File: config.mk
export PLATFORM = sky130hd
export DESIGN_NAME = datapath_seq
export DESIGN_NICKNAME = d
export VERILOG_FILES = /design/src/rtl/datapath_pkg.sv /design/src/rtl/datapath_seq_regfile.sv /design/src/rtl/datapath_seq.sv
export SDC_FILE = /design/constraint.sdc
export NUM_CORES = 1
export LEC_CHECK = 0
export BUFFER_PORTS_ARGS = -buffer_cell sky130_fd_sc_hd__buf_2
export CAP_MARGIN = 5
export CELL_PAD_IN_SITES_DETAIL_PLACEMENT = 2
export CELL_PAD_IN_SITES_GLOBAL_PLACEMENT = 2
export CORE_UTILIZATION = 37
export DETAILED_ROUTE_END_ITERATION = 8
export PLACE_DENSITY = 0.74
export SYNTH_ARGS = -nofsm -noshare
export SYNTH_HDL_FRONTEND = slang
export SYNTH_HIERARCHICAL = 1
export SYNTH_SLANG_ARGS = --single-unit
File: constraint.sdc
create_clock -name clk -period 3.91 [get_ports clk]
set_input_delay 0.782 -clock clk [delete_from_list [all_inputs] [get_ports clk]]
set_output_delay 0.782 -clock clk [all_outputs]
set_load 0.05 [all_outputs]
File: src/rtl/datapath_pkg.sv
// Shared types for the sequenced datapath: opcode enums, sequencer states and the op register.
// Register indices are stored at DP_AW_MAX bits so one struct serves every NREGS build.
package datapath_pkg;

    typedef enum logic [1:0] {
        ALU_ADD = 2'b00,
        ALU_SUB = 2'b01,
        ALU_AND = 2'b10,
        ALU_NOT = 2'b11
    } alu_op_t;

    typedef enum logic [1:0] {
        SH_NONE = 2'b00,
        SH_LSL  = 2'b01,
        SH_LSR  = 2'b10,
        SH_ASR  = 2'b11
    } shift_op_t;

    typedef enum logic [1:0] {
        WB_C     = 2'b00,
        WB_PC    = 2'b01,
        WB_IMM8  = 2'b10,
        WB_MDATA = 2'b11
    } wb_sel_t;

    typedef enum logic [2:0] {
        S_IDLE   = 3'd0,
        S_LOAD_A = 3'd1,
        S_LOAD_B = 3'd2,
        S_EXEC   = 3'd3,
        S_WB     = 3'd4
    } dp_state_t;

    localparam int DP_AW_MAX = 8;

    typedef struct packed {
        logic [DP_AW_MAX-1:0] rn;
        logic [DP_AW_MAX-1:0] rm;
        logic [DP_AW_MAX-1:0] rd;
        shift_op_t            shift_op;
        alu_op_t              alu_op;
        logic                 sel_a;
        logic                 sel_b;
        logic                 wr_rd;
    } dp_op_t;

endpackage

File: src/rtl/datapath_seq_regfile.sv
// NREGS x WIDTH register file: one combinational read port, one write port, async clear.
module regfile_p #(
    parameter int WIDTH = 16,
    parameter int NREGS = 8
) (
    input  logic                     clk,
    input  logic                     rst_n,
    input  logic                     we,
    input  logic [$clog2(NREGS)-1:0] waddr,
    input  logic [WIDTH-1:0]         wdata,
    input  logic [$clog2(NREGS)-1:0] raddr,
    output logic [WIDTH-1:0]         rdata
);

    logic [WIDTH-1:0] mem [NREGS];

    always_ff @(posedge clk or negedge rst_n) begin
        if (!rst_n) begin
            for (int i = 0; i < NREGS; i++) mem[i] <= '0;
        end else if (we) begin
            mem[waddr] <= wdata;
        end
    end

    assign rdata = mem[raddr];

endmodule

File: src/rtl/datapath_seq.sv
// Multi-cycle execution unit: start -> LOAD_A -> LOAD_B -> EXEC -> WB with done pulse.
// Define DATAPATH_CARRY_EN to build the carry flag register; otherwise carry_out is tied 0.
module datapath_seq
    import datapath_pkg::*;
#(
    parameter int WIDTH = 16,
    parameter int NREGS = 8,
    parameter int PC_W  = 8
) (
    input  logic                      clk,
    input  logic                      rst_n,
    input  logic                      start,
    output logic                      ready,
    output logic                      done,
    input  logic [$clog2(NREGS)-1:0]  rn,
    input  logic [$clog2(NREGS)-1:0]  rm,
    input  logic [$clog2(NREGS)-1:0]  rd,
    input  logic [1:0]                shift_op,
    input  logic [1:0]                alu_op,
    input  logic                      sel_a,
    input  logic                      sel_b,
    input  logic                      wr_rd,
    input  logic signed [WIDTH-1:0]   sximm5,
    input  logic                      w_en,
    input  logic [$clog2(NREGS)-1:0]  w_addr,
    input  logic [1:0]                wb_sel,
    input  logic signed [WIDTH-1:0]   mdata,
    input  logic [PC_W-1:0]           pc,
    input  logic signed [WIDTH-1:0]   sximm8,
    output logic signed [WIDTH-1:0]   datapath_out,
    output logic                      Z_out,
    output logic                      N_out,
    output logic                      V_out,
    output logic                      carry_out
);

    localparam int AW = $clog2(NREGS);

    function automatic logic signed [WIDTH-1:0] shift_b(input logic signed [WIDTH-1:0] b,
                                                        input shift_op_t sh);
        case (sh)
            SH_LSL:  return b <<< 1;
            SH_LSR:  return $signed($unsigned(b) >> 1);
            SH_ASR:  return b >>> 1;
            default: return b;
        endcase
    endfunction

    function automatic logic signed [WIDTH-1:0] alu_calc(input logic signed [WIDTH-1:0] ain,
                                                         input logic signed [WIDTH-1:0] bin,
                                                         input alu_op_t op);
        case (op)
            ALU_ADD: return ain + bin;
            ALU_SUB: return ain - bin;
            ALU_AND: return ain & bin;
            default: return ~bin;
        endcase
    endfunction

    function automatic logic ovf_calc(input logic signed [WIDTH-1:0] ain,
                                      input logic signed [WIDTH-1:0] bin,
                                      input logic signed [WIDTH-1:0] res,
                                      input alu_op_t op);
        case (op)
            ALU_ADD: return (ain[WIDTH-1] == bin[WIDTH-1]) && (res[WIDTH-1] != ain[WIDTH-1]);
            ALU_SUB: return (ain[WIDTH-1] != bin[WIDTH-1]) && (res[WIDTH-1] != ain[WIDTH-1]);
            default: return 1'b0;
        endcase
    endfunction

    dp_state_t               state;
    dp_op_t                  op, op_next;
    logic signed [WIDTH-1:0] op_imm;
    logic signed [WIDTH-1:0] a_p1, b_p2, c_p3;
    logic                    z_p3, n_p3, v_p3;
    logic                    ready_r, vld_p3;

    logic                    rf_we;
    logic [AW-1:0]           rf_waddr, rf_raddr;
    logic [WIDTH-1:0]        rf_wdata, rf_rdata;
    logic signed [WIDTH-1:0] ain, bin, alu_res;

    always_comb begin
        op_next          = '0;
        op_next.rn       = DP_AW_MAX'(rn);
        op_next.rm       = DP_AW_MAX'(rm);
        op_next.rd       = DP_AW_MAX'(rd);
        op_next.shift_op = shift_op_t'(shift_op);
        op_next.alu_op   = alu_op_t'(alu_op);
        op_next.sel_a    = sel_a;
        op_next.sel_b    = sel_b;
        op_next.wr_rd    = wr_rd;
    end

    // Writeback owns the port in WB; direct writes only reach it while idle.
    always_comb begin
        rf_we    = 1'b0;
        rf_waddr = w_addr;
        rf_wdata = c_p3;
        if (state == S_WB) begin
            rf_we    = op.wr_rd;
            rf_waddr = op.rd[AW-1:0];
        end else if (ready_r && w_en) begin
            rf_we = 1'b1;
            case (wb_sel_t'(wb_sel))
                WB_PC:    rf_wdata = WIDTH'(pc);
                WB_IMM8:  rf_wdata = sximm8;
                WB_MDATA: rf_wdata = mdata;
                default:  rf_wdata = c_p3;
            endcase
        end
    end

    assign rf_raddr = (state == S_LOAD_A) ? op.rn[AW-1:0] : op.rm[AW-1:0];

    regfile_p #(.WIDTH(WIDTH), .NREGS(NREGS)) u_regfile (
        .clk   (clk),
        .rst_n (rst_n),
        .we    (rf_we),
        .waddr (rf_waddr),
        .wdata (rf_wdata),
        .raddr (rf_raddr),
        .rdata (rf_rdata)
    );

    assign ain     = op.sel_a ? '0 : a_p1;
    assign bin     = op.sel_b ? op_imm : shift_b(b_p2, op.shift_op);
    assign alu_res = alu_calc(ain, bin, op.alu_op);

    always_ff @(posedge clk or negedge rst_n) begin
        if (!rst_n) begin
            state   <= S_IDLE;
            ready_r <= 1'b1;
            vld_p3  <= 1'b0;
            op      <= '0;
            op_imm  <= '0;
            a_p1    <= '0;
            b_p2    <= '0;
            c_p3    <= '0;
            z_p3    <= 1'b0;
            n_p3    <= 1'b0;
            v_p3    <= 1'b0;
        end else begin
            case (state)
                S_IDLE: begin
                    if (start) begin
                        op      <= op_next;
                        op_imm  <= sximm5;
                        state   <= S_LOAD_A;
                        ready_r <= 1'b0;
                    end
                end
                // p1: A operand
                S_LOAD_A: begin
                    a_p1  <= $signed(rf_rdata);
                    state <= S_LOAD_B;
                end
                // p2: B operand
                S_LOAD_B: begin
                    b_p2  <= $signed(rf_rdata);
                    state <= S_EXEC;
                end
                // p3: result and flags
                S_EXEC: begin
                    c_p3   <= alu_res;
                    z_p3   <= (alu_res == '0);
                    n_p3   <= alu_res[WIDTH-1];
                    v_p3   <= ovf_calc(ain, bin, alu_res, op.alu_op);
                    vld_p3 <= 1'b1;
                    state  <= S_WB;
                end
                // A start held through WB chains straight into the next op.
                S_WB: begin
                    vld_p3 <= 1'b0;
                    if (start) begin
                        op     <= op_next;
                        op_imm <= sximm5;
                        state  <= S_LOAD_A;
                    end else begin
                        state   <= S_IDLE;
                        ready_r <= 1'b1;
                    end
                end
                default: begin
                    state   <= S_IDLE;
                    ready_r <= 1'b1;
                    vld_p3  <= 1'b0;
                end
            endcase
        end
    end

`ifdef DATAPATH_CARRY_EN
    function automatic logic carry_calc(input logic signed [WIDTH-1:0] a,
                                        input logic signed [WIDTH-1:0] b,
                                        input alu_op_t op_sel);
        logic [WIDTH:0] ext;
        case (op_sel)
            ALU_ADD: ext = {1'b0, a} + {1'b0, b};
            ALU_SUB: ext = {1'b0, a} + {1'b0, ~b} + (WIDTH+1)'(1);
            default: ext = '0;
        endcase
        return ext[WIDTH];
    endfunction

    logic carry_p3;

    always_ff @(posedge clk or negedge rst_n) begin
        if (!rst_n)               carry_p3 <= 1'b0;
        else if (state == S_EXEC) carry_p3 <= carry_calc(ain, bin, op.alu_op);
    end

    assign carry_out = carry_p3;
`else
    assign carry_out = 1'b0;
`endif

    assign ready        = ready_r;
    assign done         = vld_p3;
    assign datapath_out = c_p3;
    assign Z_out        = z_p3;
    assign N_out        = n_p3;
    assign V_out        = v_p3;

endmodule

Word level (Yosys, flattened, before mapping):

Index checks and enable logic that the tools add are counted.
W data, S select, Z words.

* flip-flop bits (word level): 216
* input bits: 81
* output and inout bits: 22
* word-level logic and storage cells: 90

* add/subtract/negate cells: 2
* $lt $le $gt $ge: 3
* eq/ne operators: 17
* mux-type cells: 25
* bitwise gates (word level): 5
* reduce and logical (&&, ||, !) cells: 12

Operator list (count)
* $pmux W16 S3: 3
* $bwmux W128: 1
* $mux W16: 7
* $bmux W16 S3: 1
* $demux W16 S3: 1
* $add A16 B16 Y16: 1
* $and A16 B16 Y16: 1
* $logic_not A16 Y1: 1
* $not A16 Y16: 1
* $sub A16 B16 Y16: 1
* $pmux W3 S5: 1
* $eq A2 B2 Y1 const B: 5
* $mux W3: 3
* $ge A4 B4 Y1 const B: 2
* $not A3 Y4: 2
* $eq A2 B1 Y1 const B: 3
* $eq A3 B2 Y1 const B: 2
* $reduce_or A3 Y1: 2
* $mux W1: 5
* $logic_and A1 B1 Y1: 4
* $lt A4 B1 Y1 const B: 1
* $ne A2 B2 Y1 const B: 2
* $pmux W1 S2: 2
* $eq A3 B1 Y1 const B: 1
* 10 further kinds: 11

Longest topological paths before layout:

* word-level depth: 8
* mapped depth: 19
* mapped depth without buffers: 17

Modules after synthesis:

The synthesis kept the hierarchy.

By module, submodules not included
* regfile_p: instances 1, cells each 336, area each 5929.4 µm², seq. area each 3203.1 µm²
* datapath_seq: instances 1, cells each 644, area each 5923.2 µm², seq. area each 2178.3 µm²

Least setup slack after synthesis:

OpenSTA, ideal clock, no wires.

* path type: register to register
* start point: reg op[6] in the netlist's numbering
* end point: reg c_p3[15], in the netlist datapath_out[15]
* setup time: 0.125 ns
* arrival time: 3.983 ns
* required time: 3.785 ns
* path slack: -0.198 ns
* stages on the path, launching flop included: 19
* path buffers: 2
* period minus slack after synthesis: 4.108 ns
* cells stage by stage: dfrtp_1 > buf_2 > or3b_1 > a2bb2oi_1 > inv_1 > ha_1 > a41oi_1 > xor2_1 > ha_1 > clkbuf_1 > a21o_1 > a21oi_1 > o21ai_0 > o21ai_1 > o21ai_0 > a31oi_1 > xor2_1 > mux2_2 > mux2_4

* longest elaborated chain between the ends: 5
* elaborated cells between the ends (all ways): 10
* classes of those cells: 2 x add/sub; 3 x eq/ne; 3 x mux; 2 x bitwise

RTL lines
* from (decl): RTL line datapath_seq.sv:72 `dp_op_t op, op_next;`
* from (signal assigned): RTL line datapath_seq.sv:147 `op <= op_next;`
* from (signal assigned): RTL line datapath_seq.sv:176 `op <= op_next;`
* $eq A2 B2 Y1 / $eq A2 B1 Y1 (equally long branches): RTL line datapath_seq.sv:41 `case (sh)`
* $pmux W16 S3 *: RTL line datapath_seq.sv:41
* $mux W16 *: RTL line datapath_seq.sv:127 `assign bin = op.sel_b ? op_imm : shift_b(b_p2, op.shift_op);`
* $sub A16 B16 Y16, or another cell as far along: RTL line datapath_seq.sv:54 `ALU_SUB: return ain - bin;`
* $pmux W16 S3 *: RTL line datapath_seq.sv:52 `case (op)`
* to (signal assigned): RTL line datapath_seq.sv:165 `c_p3 <= alu_res;`
* to (decl): RTL line datapath_seq.sv:74 `logic signed [WIDTH-1:0] a_p1, b_p2, c_p3;`

Every way passes the cells marked *; elsewhere a longest branch is shown, timed or not.
A chain may end at the register's enable or synchronous reset.

Final worst setup path:

* start point: reg op[5] in the netlist's numbering
* end point: reg c_p3[15], in the netlist datapath_out[15]

The elaborated chain is that of the path after synthesis.

==> impl_metrics.toml <==
[setup_path]
crit_chain = "or3b_1 -> a2bb2oi_2 -> inv_1 -> ha_1 -> nor2_2 -> xnor2_1 -> ha_2 -> buf_4 -> o21a_1 -> o31ai_4 -> buf_4 -> a21oi_2 -> o21ai_2 -> o21ai_2 -> a31oi_2 -> xor2_1 -> mux2_2 -> mux2_4"
cpMaxStageDelayCell = "dfrtp_2"
critPathMaxStageDelay_ns = 0.44
crit_arrival_ns = 4.37
end_kind = "register"
crit_fanout = 4
reg2reg_setup_slack_ns = -0.03
start_kind = "register"
critPathRequiredTime_ns = 4.34
rr_worst_depth = 18
critPathKind = "register to register"

[sta]
fin_crit_sh_pct = 101
skew_ns = 0.0152
holdWs_ns = 0.291
worst_pin_slew_ns = 1.06
period_needed_ns = 3.94
setup_viol = 2
maxSlewHeadroom_pct = 28.8
setup_slack_ns = -0.0284
final-hold-violation-count = 0
rsz0062_at_grt = "yes"
maxSlewViolCount = 0
fmax_mhz = 254

[synth]
yosysUniqueCellTypes = 79
ys_seq_area_share_pct = 45.4
syn-num-nets = 1080
ys_async_sr_fraction_pct = 100
ys_warn_count = 6
synth_edf_count = 0
ys_ff_latch = 215
netlist_instances = 980
synth.avg_cell_area_um2 = 12.1
synth.cell_area_mm2 = 0.0119
synth_flop_cell = "dfrtp_1"

[clocking]
cts_root_buffer = "clkbuf_16"
cts_buffer_depth = 3
htreeDepth = 1
cts_tree = "done"
clk_latency_ns = 0.56
cts_sinks = 215
clkSlewWorstSetupHoldPaths_ns = 0.06
cts-buffers-inserted = 25

[global_routing]
antenna_found_initial = 0
grt_max_degree = 93
grt_pass1_wl_mm = 62.3
grt_pass1_vias = 10013
overflow = 0
grtUsageTotal_pct = 25.2

[pwr]
total_leakage_power_nw = 6.88
p_per_area_mw_per_mm2 = 1110
ir_worst_vdd_mv = 0.391
finalPower_mw = 16.3

[routing]
detail_route.wl_per_cell_um = 26.2
vias = 8931
drc = 0
drtIter0Drc = 424
ant_nets = 0
via_per_inst = 5.66
drtPass1Iterations = 5
wl_mm = 41.4

[job]
cap_violations = 0

[cells_and_area]
drive_above_1_share_pct = 45.2
final_common_cell = "dfrtp_1"
final_cell_mix = "dfrtp_1, mux2_2, buf_4"
syn_to_final_growth_pct = 23.7
fin_nets = 1257
final_area_mm2 = 0.0147
fin_util_pct = 46.5

[floorplanning]
die_h_um = 181
num_rows = 65
start_util_pct = 37.6
dieArea_mm2 = 0.0328
io_pins = 103
die-width_um = 181
fp.coreArea_mm2 = 0.0316

[placement]
gp_congestion = 0.897
place_ws_ns = -0.245
dpl_cell_area_mm2 = 0.0132
io_buffers = 101
post-dp-hpwl_mm = 28.2

[run_status]
outcome = "complete, but fails checks"
violations = "setup timing"

[worst_hold_path]
min_path_type = "primary input to async pin"
## routing by layer
metal | vias to the layer above | share of wire, % | routed length [um] | GRT usage (%)
met3 | 75 | 3.4 | 1410 | 3.41
met2 | 170 | 51 | 21200 | 44.8
met5 | - | 0 | 0 | 0
met1 | 4713 | 43 | 17600 | 31.7
li1 | 3973 | - | - | -
met4 | 0 | 2.9 | 1210 | 7.46
## report_power, final
part	switching [mW]	leakage [nW]	internal (mW)
Combinational	5.29	3.64	4.44
Sequential	0.713	2.78	3.16
Clock	1.01	0.451	1.65
## metrics by stage
stage                     TNS (ns)  std cells
final                      -0.0316       1579
after global placement      -0.174       1503
after CTS                        0       1557
after detailed placement    -0.642       1503
after floorplan                  0        980
after global routing        -0.719       1578
## final timing paths
path,from,endpoint
max,op[5],datapath_out[15]
min,rst_n,op_imm[0]
max reg2reg,op[5],datapath_out[15]
min reg2reg,V_out,V_out
max in group asynchronous,rst_n,u_regfile/mem[12]
min in group clk,alu_op[0],op[3]
## critical path: cells and delay by family (launching register included)
kind | cells | cell delay [ns]
muxes | 2 | 0.56
xor gates and xnor gates | 2 | 0.32
buffers and inverters | 3 | 0.38
AOI/OAI and AO/OA | 7 | 1.02
and+or+nand+nor | 2 | 0.56
adders and majority gates | 2 | 0.55
DFF | 1 | 0.44
## repair_timing
action                     CTS  global route
gates cloned                 0             2
setup buffers                8            19
setup endpoints to repair    5             6
resized for setup           12            48
hold buffers                 0             0
pin swaps                    9            33
## Yosys cell counts, types with 8 or more instances
cell | n | share of area (%)
xor2_1 | 9 | 0.67
nor2_1 | 21 | 0.67
o21ai_0 | 63 | 2.7
dfrtp_1 | 214 | 45
ha_1 | 18 | 1.9
nand3_1 | 15 | 0.63
mux2i_1 | 20 | 1.7
nand2_1 | 63 | 2.0
inv_1 | 30 | 0.95
mux2_2 | 209 | 20
a31oi_1 | 16 | 0.84
buf_2 | 12 | 0.51
mux4_1 | 28 | 6.2
clkbuf_1 | 32 | 1.0
nand2b_1 | 11 | 0.58
nor3_1 | 8 | 0.34
nor2b_1 | 28 | 1.5
xnor2_1 | 15 | 1.1
a22oi_1 | 16 | 1.0
a21oi_1 | 30 | 1.3
## cell type report
| type | instances | area (um^2) |
|---|---|---|
| Antenna cell | 1 | 2.50 |
| Clock buffer | 32 | 692 |
| Clock inverter | 14 | 243 |
| Fill cell | 3166 | 16900 |
| Inverter | 31 | 116 |
| Multi-Input combinational cell | 671 | 6290 |
| Sequential cell | 215 | 5380 |
| Tap cell | 402 | 503 |
| Timing Repair Buffer | 213 | 1430 |
## flip-flops by register name, indices dropped and copies added (netlist names)
name,count
state,3
b_p2,16
Z_out,1
ready,1
V_out,1
op_imm,16
datapath_out,16
op,16
done,1
a_p1,16
u_regfile/mem,128
## kinds of logic (layout without fill, tap and decap cells)
logic type      Yosys count  count (layout)  share of synthesized area (%)
mux                     263             263                           28.8
flops                   215             215                           45.4
simple gates            186             186                           8.57
compound gates          177             177                           9.52
buf+inv                  94             290                           3.78
xor+xnor                 24              24                           1.77
fa+ha+maj                20              20                           2.15
other cells               1               2                         0.0316
(Power assumes the default switching activity.)
